<file path="src/rtl/fir_sm_fifo.sv">
// fir_sm_fifo: first-word fall-through register FIFO on the FIR sm_* stream,
// carrying tlast and reporting fill level and per-frame pop statistics.
module fir_sm_fifo #(
    parameter int pDATA_WIDTH = 32,
    parameter int pDEPTH      = 16,
    parameter int pAFULL      = 12
) (
    input  logic                     axis_clk,
    input  logic                     axis_rst,
    input  logic                     s_tvalid,
    output logic                     s_tready,
    input  logic [pDATA_WIDTH-1:0]   s_tdata,
    input  logic                     s_tlast,
    output logic                     m_tvalid,
    input  logic                     m_tready,
    output logic [pDATA_WIDTH-1:0]   m_tdata,
    output logic                     m_tlast,
    output logic [$clog2(pDEPTH):0]  level,
    output logic                     afull,
    output logic [31:0]              frame_samples,
    output logic [15:0]              frame_count,
    output logic                     frame_done
);
    localparam int AW = $clog2(pDEPTH);
    localparam int LW = AW + 1;
    localparam logic [LW-1:0] FULL = LW'(pDEPTH);
    localparam logic [LW-1:0] AF   = LW'(pAFULL);
    localparam logic [LW-1:0] LONE = LW'(1);
    localparam logic [AW-1:0] PONE = AW'(1);

    logic [pDATA_WIDTH:0] mem [pDEPTH];
    logic [AW-1:0]        wr_ptr, rd_ptr;
    logic [LW-1:0]        level_n;
    logic                 push, pop;

    assign s_tready = !axis_rst && level != FULL;
    assign m_tvalid = level != '0;
    assign {m_tlast, m_tdata} = m_tvalid ? mem[rd_ptr] : '0;
    assign push = s_tvalid && s_tready;
    assign pop  = m_tvalid && m_tready;

    always_comb begin
        level_n = push && !pop ? level + LONE : pop && !push ? level - LONE : level;
    end

    // Storage is deliberately left out of reset; only bookkeeping is cleared.
    always_ff @(posedge axis_clk) begin
        if (push)
            mem[wr_ptr] <= {s_tlast, s_tdata};
    end

    always_ff @(posedge axis_clk) begin
        if (axis_rst) begin
            wr_ptr        <= '0;
            rd_ptr        <= '0;
            level         <= '0;
            afull         <= 1'b0;
            frame_samples <= '0;
            frame_count   <= '0;
            frame_done    <= 1'b0;
        end else begin
            if (push)
                wr_ptr <= wr_ptr + PONE;
            if (pop)
                rd_ptr <= rd_ptr + PONE;
            level      <= level_n;
            afull      <= level_n >= AF;
            frame_done <= pop && m_tlast;
            if (pop) begin
                frame_samples <= m_tlast ? '0 : frame_samples + 32'd1;
                frame_count   <= m_tlast ? frame_count + 16'd1 : frame_count;
            end
        end
    end
endmodule

</file>
<file path="config.mk">
export PLATFORM = sky130hd
export DESIGN_NAME = fir_sm_fifo
export DESIGN_NICKNAME = d
export VERILOG_FILES = /design/src/rtl/fir_sm_fifo.sv
export SDC_FILE = /design/constraint.sdc
export NUM_CORES = 1
export LEC_CHECK = 0
export ABC_AREA = 1
export BUFFER_PORTS_ARGS = -buffer_cell sky130_fd_sc_hd__buf_2
export CAP_MARGIN = 20
export CORE_AREA = 2 2 226 228
export CTS_CLUSTER_SIZE = 25
export DETAILED_ROUTE_END_ITERATION = 10
export DIE_AREA = 0 0 228 230
export HOLD_SLACK_MARGIN = 0.15
export PLACE_DENSITY = 0.69
export SYNTH_ARGS = -nofsm -noshare
export SYNTH_HDL_FRONTEND = slang
export SYNTH_SLANG_ARGS = --single-unit
export TNS_END_PERCENT = 30
</file>
<file path="constraint.sdc">
create_clock -name axis_clk -period 5.1 [get_ports axis_clk]
set_input_delay 0.765 -clock axis_clk [delete_from_list [all_inputs] [get_ports axis_clk]]
set_output_delay 0.765 -clock axis_clk [all_outputs]
set_load 0.03 [all_outputs]
</file>
==> results_dict.tcl <==
set metrics [dict create \
    finalSetupViolCount 0 \
    num_rows 82 \
    hp-class "reg2reg" \
    ys.flop_type "edfxtp_1" \
    rrSetupSlack_ns 1.73 \
    syn-num-nets 2050 \
    clock_latency_ns 0.60 \
    ctsResizeCount 0 \
    slew_viol_final 0 \
    via_per_inst 5.90 \
    postPlaceCellArea_um2 25700 \
    worst_pin_slew_ns 1.09 \
    startpoint_type "flop" \
    cp-end-kind "output pin" \
    grtUsageTotal_pct 23.6 \
    setup_tns_ns 0 \
    port_buffers 126 \
    pre_cts_slack_ns 1.49 \
    finClkSkew_ns 0.0207 \
    start_util_pct 48.5 \
    routabilityCongestion 0.880 \
    fillers 4042 \
    yosys_warnings 0 \
    stdcell_count 2824 \
    io_pins 127 \
    comb_power_share_pct 27.3 \
    power.internal_mw 9.16 \
    grt_pass1_wl_um 94700 \
    leakagePower_nw 9.39 \
    power_frac_seq_pct 39.6 \
    power.share.clock_pct 33.1 \
    core_um2 49900 \
    place_hpwl_um 37100 \
    setup_slack_ns 0.876 \
    wire_per_inst_um 22.3 \
    first_pass_iters 5 \
    syn_area_um2 24200 \
    die-width_um 228 \
    hold_buffers 0 \
    cts_tree "built" \
    routed_wl_um 63000 \
    numCtsBuffers 66 \
    drv_cap 0 \
    finalCoreUtilization_pct 55.7 \
    power_density_nw_per_um2 504 \
    clk_path_buf_depth 3 \
    finalInstanceArea_um2 27800 \
    p_switching_mw 4.84 \
    post-route-period-util_pct 82.8 \
    htreeDepth 3 \
    ant_nets 0 \
    antenna_found_initial 4 \
    clkTransAtPathRegs_ns 0.05 \
    drt_iter0_markers 1887 \
    die_y_um 230 \
    overflow 0 \
    rsz0062_at_grt "false" \
    syn_to_final_growth_pct 14.9 \
    cts_sinks 595 \
    synth-edff-count 528 \
    vias 16600 \
    ys_seq_area_share_pct 71.1 \
    critPathKind "reg2out" \
    grt_pass1_vias 16100 \
    ys_ff_latch 595 \
    drc 0 \
    fin_nets 2153 \
    relSlewSlack_pct 27.4 \
    max_freq_ghz 0.237 \
    synth.distinct_cells 38 \
    num_antenna_cells 0 \
    period_needed_ns 4.22 \
    status "complete, no violations" \
    place_inst 2711 \
    finalHoldViolCount 0 \
    peakVddDrop_v 0.000302 \
    postSynth.asyncResetShare_pct 0 \
    whs_ns 0.468 \
    root_buffer "clkbuf_16" \
    drive_above_1_share_pct 13.7 \
    synthCells 2004 \
    critPathMaxFanout 146 \
    cp_data_required_time_ns 4.34 \
    p_sw_share_pct 34.6 \
    cts_setup_buffers 0 \
    grt_max_degree 147 \
    die_area_um2 52400 \
    p_total_mw 14.0 \
    synth.avg_cell_area_um2 12.1 \
    cp.arrival_ns 3.46 \
]
## cell type report
type                       instances  area [um2]  share of cell area (%)
sequential                       595       17200                    61.9
timing repair buffer             158        1130                    4.07
clock buffer                      80        1770                    6.36
tap                              672         841                    3.02
multi-input combinational       1191        6170                    22.2
clock inverter                    33         323                    1.16
inverter                          95         363                    1.31
## worst paths after layout
| path | endpoint | startpoint | cells past startpoint |
|---|---|---|---|
| setup / recovery | m_tdata[9] | flop | 6 |
| hold / removal | flop | rd_ptr[3] | 2 |
| setup reg to reg | frame_count[0] | flop | 11 |
| hold reg to reg | flop | rd_ptr[3] | 2 |
## worst max-delay path, cell delays in order, from the launching register on
cell and delay [ns]:
dfxtp_4 0.79, buf_12 0.52, o21ai_0 0.26, o221ai_1 0.36
nand3_1 0.22, a21oi_1 0.39, buf_2 0.27
## metal layers
metal,vias to the layer above,track usage [%],part of all wire [%]
met4,6,7.82,2.4
met1,8172,31.5,40
met3,127,6.05,11
li1,7495,-,-
met2,849,37.9,47
met5,-,0,0.059
## registers in the layout, indices dropped and copies added, names as in the netlist, named ones only
register / flops
mem: 528
wr_ptr: 4
frame_samples: 32
frame_count: 16
level: 5
frame_done: 1
afull: 1
rd_ptr: 4
## kinds of logic (layout without fill, tap and decap cells)
kind of cell    Yosys count  count (layout)  synth area share (%)
simple gates            646             646                  11.4
flops                   595             595                  71.1
compound gates          502             502                  11.9
buf+inv                 218             366                  3.94
xor+xnor                 34              34                  1.23
fa+ha+maj                 9               9                 0.465
## cells in the final DEF, fill, tap and decap left out, drive strengths merged
cell type,count
a21oi,99
o31ai,1
buf,158
nor3b,1
inv,98
clkinv,23
clkbuf,80
o21ai,290
o221ai,90
nand4,17
ha,9
nor3,19
nand3,97
clkinvlp,1
o22ai,19
o21bai,2
nand2,159
bufinv,6
or2,2
edfxtp,528
xnor2,10
o21a,1
nor4,1
dfxtp,67
xor2,24
nor2,350
## synthesized netlist by cell type, types with 2 or more instances
cell	instances	area share, %
edfxtp_1	528	66
nor2_1	345	5.4
o21ai_0	256	5.3
nand2_1	152	2.4
a21oi_1	99	2.0
nand3_1	93	1.9
inv_1	90	1.4
o221ai_1	90	3.3
clkbuf_1	70	1.1
dfxtp_1	67	5.5
o21ai_1	34	0.70
buf_2	26	0.54
xor2_1	24	0.87
o22ai_1	19	0.49
buf_4	17	0.53
nand4_1	17	0.44
nor3_1	14	0.29
xnor2_1	10	0.36
ha_1	9	0.47
buf_6	5	0.23
nor3_2	5	0.21
buf_1	4	0.062
inv_2	4	0.062
nand2_4	4	0.19
nand2_2	3	0.078
nor2_4	3	0.14
nand3_2	2	0.083
nand3_4	2	0.14
nor2_2	2	0.052
o21bai_1	2	0.062
## power by group through the flow
stage	clock [mW]	sequential (mW)	combinational, mW
floorplan	0	5.60	2.68
global placement	0	5.65	3.69
detailed placement	0	5.65	3.78
CTS	4.70	5.55	3.81
global route	4.88	5.57	4.14
finish	4.63	5.55	3.82
No activity file was read; power rests on OpenSTA's default activity.
